<file path="config.mk">
export PLATFORM = sky130hd
export DESIGN_NAME = pipe_stage_reg
export DESIGN_NICKNAME = d
export VERILOG_FILES = /design/src/rtl/pipe_pkg.sv /design/src/rtl/pipe_slot.sv /design/src/rtl/pipe_stage_reg.sv
export SDC_FILE = /design/constraint.sdc
export NUM_CORES = 1
export LEC_CHECK = 0
export BUFFER_PORTS_ARGS = -buffer_cell sky130_fd_sc_hd__clkbuf_2
export CORE_ASPECT_RATIO = 1.75
export CORE_MARGIN = 2
export CORE_UTILIZATION = 40
export CTS_CLUSTER_DIAMETER = 80
export DETAILED_ROUTE_END_ITERATION = 6
export GPL_TIMING_DRIVEN = 0
export MAX_ROUTING_LAYER = met4
export SETUP_SLACK_MARGIN = 0.1
export SLEW_MARGIN = 20
export SYNTH_ARGS = -nofsm -noshare
export SYNTH_HDL_FRONTEND = slang
export SYNTH_SLANG_ARGS = --single-unit
</file>
<file path="constraint.sdc">
create_clock -name clk -period 2.6 [get_ports clk]
set_input_delay 0.26 -clock clk [delete_from_list [all_inputs] [get_ports clk]]
set_output_delay 0.26 -clock clk [all_outputs]
set_load 0.005 [all_outputs]
</file>
<file path="src/rtl/pipe_pkg.sv">
// Shared definitions for the RV32I inter-stage pipeline registers:
// FSM encoding, control-bundle field offsets and default widths.
package pipe_pkg;

    typedef enum logic [1:0] {
        ST_EMPTY = 2'd0,
        ST_FULL  = 2'd1,
        ST_SKID  = 2'd2
    } state_e;

    localparam int DEF_DATA_W = 101;
    localparam int DEF_CTRL_W = 9;
    localparam int DEF_RD_W   = 5;

    // Control bundle layout: wb_sel[1:0], reg_we, mem_rw, mem_val, alu_sel[3:0]
    localparam int CTRL_WB_SEL    = 0;
    localparam int CTRL_WB_SEL_W  = 2;
    localparam int CTRL_REG_WE    = 2;
    localparam int CTRL_MEM_RW    = 3;
    localparam int CTRL_MEM_VAL   = 4;
    localparam int CTRL_ALU_SEL   = 5;
    localparam int CTRL_ALU_SEL_W = 4;

endpackage

</file>
<file path="src/rtl/pipe_slot.sv">
// One pipeline entry {valid, ctrl, memread, data}. Clearing turns the entry
// into a bubble (valid and control dropped) while the payload is retained.
module pipe_slot
    import pipe_pkg::*;
#(
    parameter int DATA_W = DEF_DATA_W,
    parameter int CTRL_W = DEF_CTRL_W
) (
    input  logic              clk,
    input  logic              rst,
    input  logic              load,
    input  logic              clear,
    input  logic [CTRL_W-1:0] d_ctrl,
    input  logic              d_memread,
    input  logic [DATA_W-1:0] d_data,
    output logic              valid,
    output logic [CTRL_W-1:0] ctrl,
    output logic              memread,
    output logic [DATA_W-1:0] data
);

    // NOTE: state registers use non-blocking assignments so every flop samples
    // pre-edge values regardless of evaluation order.
    always_ff @(posedge clk) begin
        if (rst) begin
            valid   <= 1'b0;
            ctrl    <= '0;
            memread <= 1'b0;
            // NOTE: the payload is reset too, so a never-written slot can
            // not leak X into the head when it is promoted.
            data    <= '0;
        end else if (clear) begin
            valid   <= 1'b0;
            ctrl    <= '0;
            memread <= 1'b0;
        end else if (load) begin
            valid   <= 1'b1;
            ctrl    <= d_ctrl;
            memread <= d_memread;
            data    <= d_data;
        end
    end

endmodule

</file>
<file path="src/rtl/pipe_stage_reg.sv">
// Valid/ready pipeline register with optional skid slot, flush-to-bubble,
// hazard taps and a saturating stall counter.
module pipe_stage_reg
    import pipe_pkg::*;
#(
    parameter int DATA_W = DEF_DATA_W,
    parameter int CTRL_W = DEF_CTRL_W,
    parameter int RD_W   = DEF_RD_W,
    parameter int SKID   = 1,
    parameter int CNT_W  = 16
) (
    input  logic              clk,
    input  logic              rst,
    input  logic              flush,
    input  logic              in_valid,
    output logic              in_ready,
    input  logic [DATA_W-1:0] in_data,
    input  logic [CTRL_W-1:0] in_ctrl,
    input  logic              in_memread,
    output logic              out_valid,
    input  logic              out_ready,
    output logic [DATA_W-1:0] out_data,
    output logic [CTRL_W-1:0] out_ctrl,
    output logic [RD_W-1:0]   haz_rd,
    output logic              haz_memread,
    output logic [CNT_W-1:0]  stall_cnt
);

    localparam logic [CNT_W-1:0] CNT_MAX = '1;

    state_e state, state_nxt;
    logic   accept, pop;
    logic   head_load, head_clear, head_from_skid, skid_load, skid_clear;

    logic              head_valid, head_memread;
    logic [CTRL_W-1:0] head_ctrl;
    logic [DATA_W-1:0] head_data;
    logic              skid_valid, skid_memread;
    logic [CTRL_W-1:0] skid_ctrl;
    logic [DATA_W-1:0] skid_data;

    assign accept = in_valid & in_ready;
    assign pop    = head_valid & out_ready;

    // NOTE: every always_comb output gets a default first so no path infers a latch.
    always_comb begin
        state_nxt      = state;
        head_load      = 1'b0;
        head_clear     = 1'b0;
        head_from_skid = 1'b0;
        skid_load      = 1'b0;
        skid_clear     = 1'b0;
        if (flush) begin
            state_nxt  = ST_EMPTY;
            head_clear = 1'b1;
            skid_clear = 1'b1;
        end else begin
            unique case (state)
                ST_EMPTY: if (accept) begin
                    head_load = 1'b1;
                    state_nxt = ST_FULL;
                end
                ST_FULL: begin
                    if (pop && accept) begin
                        head_load = 1'b1;
                    end else if (pop) begin
                        head_clear = 1'b1;
                        state_nxt  = ST_EMPTY;
                    end else if (accept && SKID != 0) begin
                        skid_load = 1'b1;
                        state_nxt = ST_SKID;
                    end
                end
                ST_SKID: if (pop && skid_valid) begin
                    head_load      = 1'b1;
                    head_from_skid = 1'b1;
                    skid_clear     = 1'b1;
                    state_nxt      = ST_FULL;
                end
                default: state_nxt = ST_EMPTY;
            endcase
        end
    end

    always_ff @(posedge clk) begin
        if (rst) state <= ST_EMPTY;
        else     state <= state_nxt;
    end

    pipe_slot #(.DATA_W(DATA_W), .CTRL_W(CTRL_W)) u_head (
        .clk       (clk),
        .rst       (rst),
        .load      (head_load),
        .clear     (head_clear),
        .d_ctrl    (head_from_skid ? skid_ctrl    : in_ctrl),
        .d_memread (head_from_skid ? skid_memread : in_memread),
        .d_data    (head_from_skid ? skid_data    : in_data),
        .valid     (head_valid),
        .ctrl      (head_ctrl),
        .memread   (head_memread),
        .data      (head_data)
    );

    generate
        if (SKID != 0) begin : g_skid
            logic in_ready_q;

            pipe_slot #(.DATA_W(DATA_W), .CTRL_W(CTRL_W)) u_skid (
                .clk       (clk),
                .rst       (rst),
                .load      (skid_load),
                .clear     (skid_clear),
                .d_ctrl    (in_ctrl),
                .d_memread (in_memread),
                .d_data    (in_data),
                .valid     (skid_valid),
                .ctrl      (skid_ctrl),
                .memread   (skid_memread),
                .data      (skid_data)
            );

            // Registered ready keeps out_ready off any path into in_ready.
            always_ff @(posedge clk) begin
                if (rst) in_ready_q <= 1'b1;
                else     in_ready_q <= (state_nxt != ST_SKID);
            end
            assign in_ready = in_ready_q;
        end else begin : g_noskid
            logic unused_skid;
            assign unused_skid  = skid_load | skid_clear;
            assign skid_valid   = 1'b0;
            assign skid_ctrl    = '0;
            assign skid_memread = 1'b0;
            assign skid_data    = '0;
            assign in_ready     = (state == ST_EMPTY) | out_ready;
        end
    endgenerate

    assign out_valid   = head_valid;
    assign out_data    = head_data;
    assign out_ctrl    = head_valid ? head_ctrl : '0;
    assign haz_rd      = head_valid ? head_data[RD_W-1:0] : '0;
    assign haz_memread = head_valid & head_memread;

    always_ff @(posedge clk) begin
        if (rst)
            stall_cnt <= '0;
        else if (head_valid && !out_ready && stall_cnt != CNT_MAX)
            stall_cnt <= stall_cnt + 1'b1;
    end

endmodule

</file>
# After elaboration in Yosys (flattened, before gate mapping)
# Index checks and enable logic that the tools add are counted.
[word_totals] reg_bits=243 input_bits=116 out_inout_bits=134 wordCells=59
[classes] add_sub_neg=1 eq_ne=4 muxes=28 bitwise=5 n_reduce_logical=10
[op_table] op="$mux 101" n=1
[op_table] op="$mux 9" n=2
[op_table] op="$add 16x1->16 const B" n=1
[op_table] op="$mux 1" n=16
[op_table] op="$ne 16x16->1 const B" n=1
[op_table] op="$mux 2" n=6
[op_table] op="$pmux 2 s3" n=1
[op_table] op="$mux 5" n=1
[op_table] op="$logic_and 1x1->1" n=4
[op_table] op="$reduce_and 2->1" n=2
[op_table] op="$reduce_or 2->1" n=2
[op_table] op="$and 1x1->1" n=3
[op_table] op="$pmux 1 s3" n=1
[op_table] op="$eq 2x1->1 const B" n=1
[op_table] op="$eq 2x2->1 const B" n=1
[op_table] op="$logic_not 2->1" n=1
[op_table] op="$ne 2x2->1 const B" n=1
[op_table] op="$not 1->1" n=2
[op_table] op="$logic_not 1->1" n=1

# Logic depth before layout (Yosys ltp)
[logic_depth] depth_word=7 mapped_depth=7 depth_no_buf=5

# Modules after synthesis
# From an unflattened synthesis, not the netlist that was laid out.
[hier_totals] cells_unflattened=1262 area_unflattened_um2=12436.9
[modules_own_cells] module="pipe_slot" n_inst=2 cells_per_inst=496 area_per_inst_um2=4984.8
[modules_own_cells] module="pipe_stage_reg" n_inst=1 cells_per_inst=270 area_per_inst_um2=2467.4

# Worst setup path before layout
# OpenSTA, ideal clock, no wires.
[synth_path] path_kind="reg-to-reg" startpoint="register stall_cnt[0]" endpoint="register stall_cnt[0]" arrival_ps=1581 required_ps=2468 path_slack_ps=887 path_stages_with_launch=7 n_path_buf=1 cell_sequence="dfxtp_1 ha_1 nand3_1 nor4_2 buf_2 or3_1 a21oi_1"
[synth_via] elab_chain_cells=2 elab_cells_between_ends=3
[synth_lines] item="from (decl)" line_no="pipe_stage_reg.sv:26" text="output logic [CNT_W-1:0] stall_cnt"
[synth_lines] item="from (signal assigned)" line_no="pipe_stage_reg.sv:149" text="stall_cnt <= stall_cnt + 1'b1;"
[synth_lines] item="branches (longest 2 deep; another with $add 16x1->16)"
# Several ways; the timed one is not identified.
# A chain may end at the register's enable or synchronous reset.

# Worst setup path after layout
[layout_path] startpoint="register u_head.valid" endpoint="register u_head.data[54]"
[layout_via] elab_chain_cells=7 elab_cells_between_ends=16
[layout_lines] item="from (decl)" line_no="pipe_slot.sv:16" text="output logic valid,"
[layout_lines] item="from (signal assigned)" line_no="pipe_slot.sv:26" text="valid <= 1'b0;"
[layout_lines] item="from (signal assigned)" line_no="pipe_slot.sv:33" text="valid <= 1'b0;"
[layout_lines] item="from (signal assigned)" line_no="pipe_slot.sv:37" text="valid <= 1'b1;"
[layout_lines] item="$and 1x1->1 (*)" line_no="pipe_stage_reg.sv:43" text="assign pop = head_valid & out_ready;"
[layout_lines] item="$mux 1 or $logic_and 1x1->1 (tied branches)" line_no="pipe_stage_reg.sv:66, pipe_stage_reg.sv:64"
[layout_lines] item="$mux 1" line_no="pipe_stage_reg.sv:64" text="if (pop && accept) begin"
[layout_lines] item="$mux 1" line_no="pipe_stage_reg.sv:58" text="unique case (state)"
[layout_lines] item="$mux 1" line_no="pipe_stage_reg.sv:53" text="if (flush) begin"
[layout_lines] item="$not 1->1 (no source line)"
[layout_lines] item="$reduce_and 2->1 (no source line)"
[layout_lines] item="to (signal assigned)" line_no="pipe_slot.sv:40" text="data <= d_data;"
[layout_lines] item="to (decl)" line_no="pipe_slot.sv:19" text="output logic [DATA_W-1:0] data"
# Mark *: on every way between the ends. The rest lies on a longest branch, timed or not.

==> results.txt <==
Clk_lat worst skew -> 0.51 ns
Final worst-path cycle share -> 86.7%
Met3 Usage GRT -> 2.80%
Max-Cap Viols -> 0
Number of I/O port buffers -> 249
Area of the die -> 26200 um^2
Final Hold Fails -> 0
Area growth, synth to finish -> 34.5%
Cell row count -> 76
Largest net degree at the start of global routing -> 16
Final Non-Filler Cells -> 1965
Iter 0 DRT Violations -> 512
Synth Instances -> 1262
Net Count, Synth -> 1379
Post-synth EDFFs -> 0
Crit path DAT -> 2.63 ns
Setup violations, final -> 0
Fin worst setup slack -> 0.345 ns
FFs w/ async S/R, synth -> 0%
Clock sinks -> 243
CTS max path bufs -> 3
Die Ht -> 213 um
Detailed Routing Iterations Pass 1 -> 5
Routability cong. -> 0.841
Met2 Usage GRT -> 44.0%
Slowest stage cell, crit path -> dfxtp_1
Maximum fanout along the worst path -> 10
RSZ-0062 raised after global routing -> false
Number of global-route vias before repair -> 9858
Avg Cell Area, Syn -> 7.88 um^2
DR vias -> 10.4k
Met1 Resource Use GR -> 28.5%
Core area -> 24500 um^2
# nets final -> 1757
CP Capture Type -> register
Top delay family on crit path -> compound AO/OA/AOI/OAI gates
Dpl ws -> 0.348 ns
Critical Path Source -> u_head.valid$_SDFFE_PP0P_
H-tree levels -> 1
Drc violations -> 0
Post-placement cell area -> 11600 um^2
Hold WS -> 0.0141 ns
Post-route setup TNS -> 0 ns
DR WL/cell -> 16.6 um
Max VDD drop -> 502 uV
Die Span X -> 123 um
Top FF cell, synth -> dfxtp_1
Avg Vias per Cell -> 5.28
Post-synthesis sequential area ratio -> 48.9%
Placed instance count -> 1823
Crit path largest cell delay -> 0.57 ns
GR peak layer -> met2
Wirelength, routed -> 32700 um
Clk root buf -> clkbuf_16
Post-DP HPWL -> 23300 um
CTS tree -> yes
Gr usage total -> 25.0%
Clock skew after layout -> 0.00962 ns
Antenna-violating nets left -> 0
Initial Utilization -> 40.6%
Clock Pin Slew Worst Setup and Hold Paths -> 0.07 ns
Yosys cell types -> 40
Period minus WS final -> 2.26 ns
Fmax -> 443 MHz
First-pass GRT wire length -> 50700 um
Fillers -> 2427
WS Path Type -> register to register
Antenna violations before repair -> 1
Mapped cell area -> 9950 um^2
Critical path's most frequent cell -> buf_2
Rel. slew slack -> 44.8%
Pwr per Cell Area -> 622 nW/um^2
Finished Cell Area -> 13400 um^2
Status -> finished, final reports clean
I/O pin total -> 250
Buf/Inv on CP -> 2
Worst-path cell chain -> a21boi_2 -> o32ai_4 -> and2_1 -> buf_2 -> buf_2 -> a311oi_1
Worst r2r src -> u_head.valid$_SDFFE_PP0P_
Leak pwr -> 5.30 nW
Setup Buffers After CTS -> 0
Hold_sp -> in_data[32]
Hold Path Class -> input port to register
Synth Register Bits -> 243
Share of cells above drive strength 1 -> 20.4%
Cts bufs inserted -> 23
CP Launch Type -> register
Yosys Warn Count -> 0
Max Slew Vio Count -> 0
Crit path required time -> 2.98 ns
Worst-Margin Slew -> 0.828 ns
Aggregate global routing overflow -> 0
==> logic make-up (layout without fill, tap and decap cells) <==
group	after synthesis	count (layout)	share of synthesized area (%)
compound gates	372	372	23.6
fa+ha+maj	1	1	0.126
buf+inv	121	511	5.63
xor+xnor	1	1	0.0880
other cells	0	1	0
simple gates	524	524	21.7
flops	243	243	48.9
==> power breakdown <==
group          switching, mW  internal, mW  total, mW  leakage (nW)
logic                  0.491         0.424      0.915          2.95
registers             0.0890          3.87       3.95          1.98
clock network           1.43          2.02       3.45         0.370
total                   2.01          6.31       8.32          5.30
==> path summary, 6_finish.rpt <==
kind	slack [ns]	to	depth (start not counted)
worst max register to register	0.34	u_head.data[54]$_SDFFE_PP0P_	6
worst min-delay path	0.01	g_skid.u_skid.data[32]$_SDFFE_PP0P_	3
worst max-delay path	0.34	u_head.data[54]$_SDFFE_PP0P_	6
worst min register to register	0.45	g_skid.u_skid.data[2]$_SDFFE_PP0P_	2
==> registers in the layout (all words and copies together) (netlist names) <==
| name | flops |
|---|---|
| u_head.ctrl | 9 |
| u_head.valid | 1 |
| state | 2 |
| g_skid.u_skid.memread | 1 |
| g_skid.u_skid.ctrl | 9 |
| u_head.data | 101 |
| g_skid.u_skid.valid | 1 |
| g_skid.u_skid.data | 101 |
| u_head.memread | 1 |
| stall_cnt | 16 |
| in_ready | 1 |
==> worst min-delay path: cells and delay by family <==
kind | cells | cell delay, ns
AO/OA/AOI/OAI | 1 | 0.05
buffers and inverters | 1 | 0.11
AND/OR/NAND/NOR | 1 | 0.06
==> final cells by class <==
| type | count | area [um^2] | share of cell area [%] |
|---|---|---|---|
| flip-flops and latches | 243 | 4860 | 36.3 |
| multi-input cells | 898 | 4530 | 33.8 |
| repair buffers | 353 | 2290 | 17.1 |
| clock buffers | 30 | 642 | 4.79 |
| plain buffers | 116 | 544 | 4.07 |
| well taps | 312 | 390 | 2.92 |
| clock inverters | 7 | 113 | 0.841 |
| inverters | 5 | 18.8 | 0.140 |
| diodes | 1 | 2.50 | 0.0187 |
==> cells in the mapped netlist (4+ instances only) <==
| library cell | instances | area, um^2 |
|---|---|---|
| dfxtp_1 | 243 | 4860 |
| a311oi_1 | 111 | 972 |
| a21oi_1 | 238 | 1190 |
| nand4_1 | 7 | 43.8 |
| and3_1 | 4 | 25.0 |
| clkbuf_1 | 65 | 244 |
| o21ai_0 | 6 | 30.0 |
| nand2_1 | 453 | 1700 |
| or4_1 | 10 | 75.1 |
| and2_1 | 17 | 106 |
| o31ai_1 | 9 | 67.6 |
| buf_1 | 8 | 30.0 |
| buf_6 | 8 | 90.1 |
| inv_1 | 4 | 15.0 |
| nand3_1 | 7 | 35.0 |
| nor2_1 | 9 | 33.8 |
| buf_2 | 34 | 170 |
==> routing by layer <==
layer	vias to the layer above	part of all wire [%]
met1	4852	39
met4	0	3.6
met5	-	0
met3	66	4.9
li1	5150	-
met2	308	52
==> per-stage QoR <==
stage | power (mW) | util [%]
after floorplan | 4.43 | -
after global placement | 4.82 | 47.2
after detailed placement | 4.83 | 47.2
after CTS | 8.41 | 54.6
after global routing | 8.66 | 54.6
final | 8.32 | 54.6
==> layout by cell type (no fill, tap or decap), types with 2 or more instances in the layout <==
cell type	count
buf_1	8
clkbuf_8	4
or3b_2	2
a21oi_1	238
o21ai_0	6
bufinv_16	3
buf_6	8
nor2_1	9
nand2b_1	2
buf_2	34
and3_1	4
a311oi_1	111
and2_1	17
or3_1	3
nand3_1	7
clkbuf_2	251
clkbuf_1	66
o31ai_1	9
and4b_1	2
nand4_1	7
o21a_1	2
or4_1	10
clkbuf_16	23
nand2_1	453
dfxtp_1	243
dlygate4sd3_1	104
clkinv_2	3
inv_1	4
==> repair_timing <==
item	CTS	global route
endpoints found under the setup margin	9	1
hold buffers	104	0
pin swaps	0	0
hold endpoints to repair	148	0
gates resized for setup	1	2
Power figures use the tool's default switching activity.
